`src/rtl/pattern_seq_ctrl_if.sv`:
```
// Command/status bundle between a sequence requester and pattern_seq_ctrl.
// The master side issues commands and flow control; the slave side runs the sequence.
interface pattern_seq_ctrl_if #(
  parameter int WIDTH = 8,
  parameter int REP_W = 4
);
  logic             cmd_valid;
  logic             cmd_ready;
  logic [WIDTH-1:0] cmd_start;
  logic [WIDTH-1:0] cmd_limit;
  logic             cmd_down;
  logic [REP_W-1:0] cmd_reps;
  logic             pause;
  logic             abort;
  logic [WIDTH-1:0] count;
  logic             count_valid;
  logic             wrap;
  logic             done;
  logic             busy;

  modport master (
    output cmd_valid, cmd_start, cmd_limit, cmd_down, cmd_reps, pause, abort,
    input  cmd_ready, count, count_valid, wrap, done, busy
  );

  modport slave (
    input  cmd_valid, cmd_start, cmd_limit, cmd_down, cmd_reps, pause, abort,
    output cmd_ready, count, count_valid, wrap, done, busy
  );
endinterface

```
`src/rtl/pattern_seq_ctrl.sv`:
```
// Multi-pass up/down count sequencer: emits start..limit (modulo 2^WIDTH) once per
// pass, repeats reps+1 times, with pause/abort control and a one-cycle done pulse.
module pattern_seq_ctrl #(
  parameter int WIDTH = 8,
  parameter int REP_W = 4
) (
  input  logic               clk,
  input  logic               reset,
  pattern_seq_ctrl_if.slave  bus
);

  typedef enum logic [1:0] {
    IDLE  = 2'd0,
    RUN   = 2'd1,
    PAUSE = 2'd2,
    DONE  = 2'd3
  } state_e;

  state_e           state_q, state_d;
  logic [WIDTH-1:0] count_q, count_d;
  logic [WIDTH-1:0] start_q, start_d;
  logic [WIDTH-1:0] limit_q, limit_d;
  logic             down_q,  down_d;
  logic [REP_W-1:0] reps_q,  reps_d;
  logic [REP_W-1:0] pass_q,  pass_d;

  logic accept;
  logic emit;
  logic at_limit;

  // Emission needs RUN with neither pause nor abort; abort outranks everything.
  assign accept   = bus.cmd_valid && bus.cmd_ready;
  assign emit     = (state_q == RUN) && !bus.pause && !bus.abort;
  assign at_limit = (count_q == limit_q);

  // NOTE: every *_d gets its current value first so no path through the case leaves
  // a variable unassigned; otherwise synthesis would infer a latch.
  always_comb begin
    state_d = state_q;
    count_d = count_q;
    start_d = start_q;
    limit_d = limit_q;
    down_d  = down_q;
    reps_d  = reps_q;
    pass_d  = pass_q;

    unique case (state_q)
      IDLE: begin
        if (accept) begin
          start_d = bus.cmd_start;
          limit_d = bus.cmd_limit;
          down_d  = bus.cmd_down;
          reps_d  = bus.cmd_reps;
          count_d = bus.cmd_start;
          pass_d  = '0;
          state_d = RUN;
        end
      end

      RUN: begin
        if (bus.abort) begin
          state_d = IDLE;
        end else if (bus.pause) begin
          state_d = PAUSE;
        end else if (at_limit) begin
          if (pass_q < reps_q) begin
            count_d = start_q;
            pass_d  = pass_q + REP_W'(1);
          end else begin
            state_d = DONE;
          end
        end else if (down_q) begin
          count_d = count_q - WIDTH'(1);
        end else begin
          count_d = count_q + WIDTH'(1);
        end
      end

      PAUSE: begin
        if (bus.abort) begin
          state_d = IDLE;
        end else if (!bus.pause) begin
          state_d = RUN;
        end
      end

      DONE: begin
        state_d = IDLE;
      end

      default: begin
        state_d = IDLE;
      end
    endcase
  end

  // NOTE: state registers use non-blocking assignments so every flop samples the
  // pre-edge values of its neighbours, matching real hardware ordering.
  always_ff @(posedge clk or posedge reset) begin
    if (reset) begin
      state_q <= IDLE;
      count_q <= '0;
      start_q <= '0;
      limit_q <= '0;
      down_q  <= 1'b0;
      reps_q  <= '0;
      pass_q  <= '0;
    end else begin
      state_q <= state_d;
      count_q <= count_d;
      start_q <= start_d;
      limit_q <= limit_d;
      down_q  <= down_d;
      reps_q  <= reps_d;
      pass_q  <= pass_d;
    end
  end

  // Gating ready with reset keeps it low during the reset window itself.
  assign bus.cmd_ready   = (state_q == IDLE) && !reset;
  assign bus.count       = count_q;
  assign bus.count_valid = emit;
  assign bus.wrap        = emit && at_limit;
  assign bus.done        = (state_q == DONE);
  assign bus.busy        = (state_q != IDLE);

endmodule

```
`src/flat_wrapper.sv`:
```
// flat-port wrapper written by rule: the top's interface ports become plain ports
module pattern_seq_ctrl_flat 
#(
  parameter int WIDTH = 8,
  parameter int REP_W = 4
)
  (clk, reset, bus_cmd_valid, bus_cmd_start, bus_cmd_limit, bus_cmd_down, bus_cmd_reps, bus_pause, bus_abort, bus_cmd_ready, bus_count, bus_count_valid, bus_wrap, bus_done, bus_busy);
  pattern_seq_ctrl_if #(.WIDTH(WIDTH), .REP_W(REP_W)) bus_i ();
  input  logic clk;
  input  logic reset;
  input wire logic [$bits(bus_i.cmd_valid)-1:0] bus_cmd_valid;
  input wire logic [$bits(bus_i.cmd_start)-1:0] bus_cmd_start;
  input wire logic [$bits(bus_i.cmd_limit)-1:0] bus_cmd_limit;
  input wire logic [$bits(bus_i.cmd_down)-1:0] bus_cmd_down;
  input wire logic [$bits(bus_i.cmd_reps)-1:0] bus_cmd_reps;
  input wire logic [$bits(bus_i.pause)-1:0] bus_pause;
  input wire logic [$bits(bus_i.abort)-1:0] bus_abort;
  output wire logic [$bits(bus_i.cmd_ready)-1:0] bus_cmd_ready;
  output wire logic [$bits(bus_i.count)-1:0] bus_count;
  output wire logic [$bits(bus_i.count_valid)-1:0] bus_count_valid;
  output wire logic [$bits(bus_i.wrap)-1:0] bus_wrap;
  output wire logic [$bits(bus_i.done)-1:0] bus_done;
  output wire logic [$bits(bus_i.busy)-1:0] bus_busy;
  assign bus_i.cmd_valid = bus_cmd_valid;
  assign bus_i.cmd_start = bus_cmd_start;
  assign bus_i.cmd_limit = bus_cmd_limit;
  assign bus_i.cmd_down = bus_cmd_down;
  assign bus_i.cmd_reps = bus_cmd_reps;
  assign bus_i.pause = bus_pause;
  assign bus_i.abort = bus_abort;
  assign bus_cmd_ready = bus_i.cmd_ready;
  assign bus_count = bus_i.count;
  assign bus_count_valid = bus_i.count_valid;
  assign bus_wrap = bus_i.wrap;
  assign bus_done = bus_i.done;
  assign bus_busy = bus_i.busy;
  pattern_seq_ctrl #(.WIDTH(WIDTH), .REP_W(REP_W)) u_core (.clk(clk), .reset(reset), .bus(bus_i));
endmodule
```
`config.mk`:
```
export PLATFORM = sky130hd
export DESIGN_NAME = pattern_seq_ctrl_flat
export DESIGN_NICKNAME = d
export VERILOG_FILES = /design/src/rtl/pattern_seq_ctrl_if.sv /design/src/rtl/pattern_seq_ctrl.sv /design/src/flat_wrapper.sv
export SDC_FILE = /design/constraint.sdc
export NUM_CORES = 1
export LEC_CHECK = 0
export ABC_AREA = 1
export BUFFER_PORTS_ARGS = -buffer_cell sky130_fd_sc_hd__buf_2
export CAP_MARGIN = 20
export CORE_ASPECT_RATIO = 0.6
export CORE_UTILIZATION = 50
export DETAILED_ROUTE_END_ITERATION = 12
export HOLD_SLACK_MARGIN = 0.05
export PLACE_DENSITY_LB_ADDON = 0.08
export SLEW_MARGIN = 10
export SYNTH_ARGS = -nofsm -noshare
export SYNTH_HDL_FRONTEND = slang
export SYNTH_SLANG_ARGS = --single-unit
```
`constraint.sdc`:
```
create_clock -name clk -period 2.1 [get_ports clk]
set_input_delay 0.105 -clock clk [delete_from_list [all_inputs] [get_ports clk]]
set_output_delay 0.105 -clock clk [all_outputs]
set_load 0.05 [all_outputs]
```
==> run_results.csv, run 1 <==
group,metric,value,unit
drt,drt_first_pass_iters,4,
layout,finalNetCount,391,
timing,relSlewSlack,69.38,%
timing,finalCritPeriodShare,92.74,%
floorplan,start_util,53.90,%
floorplan,core,4234,sq um
grt,antenna_found_initial,0,
worst_hold_path,min_path_cells,2,
clocking,cts.clk_slew.worst_paths,0.06,ns
synth,syn_area,2282,sq um
layout,antenna_cells,0,
floorplan,chipWidth,89.22,microns
worst_hold_path,hp-class,"in2reg",
drt,avgViaCountPerCell,4.768,
placement,portBuffers,38,
worst_setup_path,setup.worst_path.start_class,"flip-flop",
worst_setup_path,cp.required,2.00,ns
timing,min_period,1.948,ns
pwr,ir_worst_vdd,964.3,uV
placement,place_congestion,0.8353,
synth,synth_edf_count,0,
drt,drt_iter0_drc,98,
floorplan,die-area,4847,sq um
drt,wire_per_inst,12.04,microns
worst_setup_path,reg2reg_slack,0.26,ns
timing,max_freq,0.5135,GHz
drt,detail-route-antenna-nets,0,
drt,finalWirelength,4.974,mm
grt,grt_pass1_wl,8.404,mm
worst_setup_path,endpoint_kind,"primary output",
worst_setup_path,cp_max_fo,11,
status,status,"finished clean",
layout,drive_above_1_share,20.68,%
clocking,cts_tree,"done",
timing,rsz0062_at_grt,"false",
synth,synthFlopType,"dfrtp_1",
timing,fin_worst_skew,0.006135,ns
worst_setup_path,rr_worst_depth,10,
synth,ys_seq_area_share,38.38,%
clocking,ctsRootBufferMaster,"clkbuf_8",
grt,grt_pass1_vias,1827,
clocking,insertion_delay,0.29,ns
synth,avgSynthCellArea,7.483,sq um
grt,grt_max_degree,38,
timing,maxSlewViolCount,0,
synth,netlist_instances,305,
layout,syn_to_final_growth,17.27,%
pwr,power.density,1608,nW/um^2
pwr,total_leakage_power,1.550,nW
clocking,cts.sink_count,35,
placement,dp_hpwl,3.640,mm
grt,grt-ovfl-total,0,
run,max_cap_violations,0,
worst_setup_path,arrival,1.84,ns
timing,setup_viol,0,
timing,worst_slew_pin_slew,0.4593,ns
timing,whs,0.05791,ns
worst_setup_path,crit_type,"reg2out",
synth,syn_nets,342,
synth,async_flop_share,100.0,%
timing,fin_setup_tns,0,ns
synth,synth_warnings,0,
clocking,clockBufferDepth,2,
floorplan,num_rows,18,
floorplan,die_h,54.33,microns
synth,yosysUniqueCellTypes,33,
clocking,ctsHtreeMaxLevel,2,
synth,ys_ff_latch,35,
drt,dr_total_vias,1969,
grt,grt.total_usage,23.56,%
drt,drc,0,
timing,hold_viol,0,
floorplan,ios,39,
clocking,numCtsBuffers,5,
[worst max-delay path, stage by stage, from the launching register on]
cell and delay [ns]:
dfrtp_1 0.46, inv_1 0.15, nand2_1 0.07, nand2_1 0.06, nand2_2 0.07, nor2_4 0.22
nand2_4 0.18, nor2_2 0.12, clkbuf_4 0.24
[layout make-up]
type                            instances  area, sq um
Timing Repair Buffer                   48        280.3
Fill cell                             420         1558
Multi-Input combinational cell        221         1196
Inverter                               43        176.4
Clock buffer                            6        72.57
Tap cell                               60        75.07
Sequential cell                        35        875.8
[power by group]
| part | internal, W | switching, W | total, W | leakage (nW) |
|---|---|---|---|---|
| registers | 0.000981 | 0.000262 | 0.00124 | 0.416 |
| logic | 0.000967 | 0.00164 | 0.00261 | 1.10 |
| clock network | 0.000221 | 0.000227 | 0.000448 | 0.0371 |
[registers in the layout (all words and copies together), names as in the netlist]
register and flops:
u_core.reps_q 4, u_core.start_q 8, u_core.down_q 1, u_core.bus.count 8, u_core.state_q 2, u_core.pass_q 4, u_core.limit_q 8
[layout by cell type (no fill, tap or decap), types with 6 or more instances in the layout]
cell       n
nand2_1  116
inv_1     38
buf_2     37
dfrtp_1   35
nand3_1   21
nor2_1    19
a21oi_1   17
ha_1      10
mux2_2     6
[routing by layer]
layer | up-vias | GRT usage (%) | part of all wire, %
li1 | 1040 | - | -
met3 | 11 | 4.977 | 7.2
met2 | 64 | 36.01 | 39
met4 | 0 | 6.349 | 1.0
met5 | - | 0 | 0
met1 | 854 | 34.02 | 53
[path summary, 6_finish.rpt]
path,from,endpoint
max,u_core.bus.count[0],bus_wrap
min,bus_cmd_start[7],u_core.start_q[7]
max reg2reg,u_core.bus.count[0],u_core.bus.count[0]
min reg2reg,u_core.start_q[7],u_core.start_q[7]
max in group asynchronous,reset,u_core.pass_q[2]
min in group asynchronous,reset,u_core.state_q[0]
[cells by family (layout without fill, tap and decap cells)]
| group | after synthesis | count (layout) | synth area share (%) |
|---|---|---|---|
| simple gates | 174 | 174 | 34.21 |
| buf+inv | 49 | 97 | 9.320 |
| flops | 35 | 35 | 38.38 |
| compound gates | 21 | 21 | 5.209 |
| fa+ha+maj | 11 | 11 | 6.360 |
| xor+xnor | 8 | 8 | 3.070 |
| mux | 7 | 7 | 3.454 |
[metrics by stage]
step,instance area (sq um),total power [W],utilization [%],setup WS (ns),std cells
after floorplan,2285,0.003288,-,0.2030,305
after global placement,2529,0.003775,59.72,0.1146,399
after detailed placement,2529,0.003833,59.72,0.1253,399
after CTS,2651,0.004313,62.62,0.07128,410
after global routing,2676,0.004768,63.21,0.01637,413
final,2676,0.004303,63.21,0.1524,413
[timing repair]
action                                  in CTS  in global routing
endpoints found under the setup margin       0                  9
gates resized for setup                      0                  1
setup buffers                                0                  3
hold endpoints to repair                    39                  0
hold buffers                                 5                  0
[cell usage after synthesis (3+ instances only)]
cell	count	area, sq um
nor2_4	3	33.78
nand2_4	3	33.78
dfrtp_1	35	875.8
xnor2_1	5	43.79
xor2_1	3	26.28
mux2_2	6	67.56
ha_1	10	125.1
nand3_1	21	105.1
nor2_1	20	75.07
inv_1	38	142.6
a21oi_1	17	85.08
inv_2	3	11.26
nand2_1	116	435.4
Note: power is estimated with default switching activity, not from simulation.
==> inputs of run 2 (changes only) <==
Settings changed: CELL_PAD_IN_SITES_DETAIL_PLACEMENT set to 0, CELL_PAD_IN_SITES_GLOBAL_PLACEMENT set to 1, CORE_UTILIZATION 50 to 41.
Clock period 2.1 ns to 1.8 ns, I/O delays scaled along.
==> run_results.csv, run 2 (synthesis gave the netlist of run 1 again) <==
group,metric,value,unit
status,status,"finished clean",
floorplan,num_rows,20,
grt,grt_max_degree,36,
layout,final_common_cell,"nand2_1",
timing,rsz0062_at_grt,"true",
layout,drive_above_1_share,28.31,%
timing,maxSlewViolCount,0,
clocking,clockBufferDepth,2,
timing,max_freq,0.5736,GHz
drt,drt_iter0_drc,96,
layout,finalNetCount,414,
drt,dr_total_vias,2065,
placement,dpl_cell_area,2613,sq um
run,max_cap_violations,0,
grt,grt_pass1_vias,1927,
timing,worst_slew_pin_slew,0.4553,ns
floorplan,ios,39,
grt,antenna_found_initial,0,
placement,portBuffers,38,
layout,syn_to_final_growth,31.58,%
clocking,cts.clk_slew.worst_paths,0.07,ns
floorplan,start_util,43.85,%
pwr,p_total,0.005601,W
clocking,numCtsBuffers,5,
worst_setup_path,setup.worst_path.start_class,"flip-flop",
pwr,p_sw,0.002698,W
timing,finalWorstSetupSlack,0.05675,ns
timing,relSlewSlack,69.65,%
floorplan,die_h,59.79,microns
timing,hold_viol,0,
worst_setup_path,crit_type,"reg2out",
placement,place_congestion,0.8153,
grt,grt_pass1_wl,9.466,mm
layout,n_fill_cell,496,
grt,grt.total_usage,21.67,%
pwr,total_leakage_power,1.670,nW
drt,drt_first_pass_iters,6,
layout,fin_area,3003,sq um
worst_setup_path,endpoint_kind,"primary output",
drt,wire_per_inst,12.71,microns
layout,antenna_cells,0,
worst_setup_path,arrival,1.65,ns
placement,preCtsSetupSlack,-0.006453,ns
pwr,swShare,48.16,%
layout,final_cell_mix,"113 x nand2_1, 36 x inv_1, 36 x buf_2",
drt,detail-route-antenna-nets,0,
placement,dp_hpwl,4.156,mm
drt,drc,0,
clocking,ctsHtreeMaxLevel,2,
pwr,pwr-share-seq,26.2,%
worst_hold_path,hp-class,"in2reg",
pwr,pwr-share-clk,11.5,%
timing,whs,0.05469,ns
pwr,internal_power,0.002904,W
timing,fin_setup_tns,0,ns
floorplan,die-area,5879,sq um
timing,setup_viol,0,
worst_setup_path,cp_max_fo,4,
timing,finalCritPeriodShare,96.85,%
clocking,cts.sink_count,35,
timing,min_period,1.743,ns
worst_setup_path,cp.required,1.71,ns
pwr,power.density,1865,nW/um^2
clocking,ctsRootBufferMaster,"clkbuf_8",
pwr,ir_worst_vdd,908.1,uV
floorplan,chipWidth,98.32,microns
grt,grt-ovfl-total,0,
drt,avgViaCountPerCell,4.651,
clocking,insertion_delay,0.29,ns
pwr,p_comb_share,62.3,%
floorplan,core,5205,sq um
timing,fin_worst_skew,0.003858,ns
clocking,cts_tree,"done",
drt,finalWirelength,5.644,mm
==> run 2: worst max-delay path, cell delays in order, from the launching register on <==
cell and delay, ns:
dfrtp_1 0.46, xnor2_1 0.16, nand2_1 0.12, nor2_4 0.17, nand2_4 0.08, buf_6 0.14, nor2_4 0.08, buf_6 0.16
==> run 2: final cells by class <==
class	count	area [sq um]	area share, %
multi-input combinational	221	1265	42.12
sequential	35	884.6	29.46
timing repair buffer	71	491.7	16.38
inverter	43	178.9	5.958
clock buffer	8	100.1	3.333
tap	66	82.58	2.750
==> run 2: stage by stage <==
stage          instances  util, %
6_report             444    57.69
3_5_place_dp         414    50.19
5_1_grt              444    57.69
4_1_cts              437    55.17
2_1_floorplan        305        -
3_3_place_gp         414    50.19
==> run 2: power by group through the flow <==
| stage | clock, W | sequential (W) | combinational [W] |
|---|---|---|---|
| global route | 0.000704 | 0.00152 | 0.00396 |
| global placement | 0 | 0.00146 | 0.00315 |
| CTS | 0.000658 | 0.00146 | 0.00319 |
| floorplan | 0 | 0.00168 | 0.00218 |
| detailed placement | 0 | 0.00147 | 0.00315 |
| finish | 0.000644 | 0.00147 | 0.00349 |
==> run 2: final timing paths <==
path                                     start             endpoint  slack (ns)  depth (start not counted)
setup reg to reg           u_core.bus.count[6]  u_core.bus.count[7]        0.06                         12
hold reg to reg              u_core.start_q[7]    u_core.start_q[7]        0.50                          1
min in group asynchronous                reset    u_core.state_q[1]        0.47                          4
max in group asynchronous                reset  u_core.bus.count[0]        0.98                          4
hold / removal                bus_cmd_start[1]    u_core.start_q[1]        0.05                          3
setup / recovery           u_core.bus.count[3]             bus_wrap        0.06                          7
==> run 2: metal layers <==
| metal | part of all wire, % | vias up | GRT usage [%] | wire [microns] |
|---|---|---|---|---|
| met5 | 0 | - | 0 | 0 |
| met1 | 57 | 931 | 31.85 | 3224 |
| met4 | 0.67 | 0 | 4.478 | 38 |
| met3 | 3.4 | 4 | 6.433 | 192 |
| met2 | 39 | 42 | 31.39 | 2189 |
| li1 | - | 1088 | - | - |
==> run 2: repair_timing <==
| item | in CTS | in global routing |
|---|---|---|
| hold buffers | 15 | 0 |
| gates resized for setup | 5 | 20 |
| endpoints found under the hold margin | 49 | 0 |
| pin swaps | 0 | 3 |
| setup endpoints to repair | 3 | 8 |
| setup buffers | 0 | 7 |
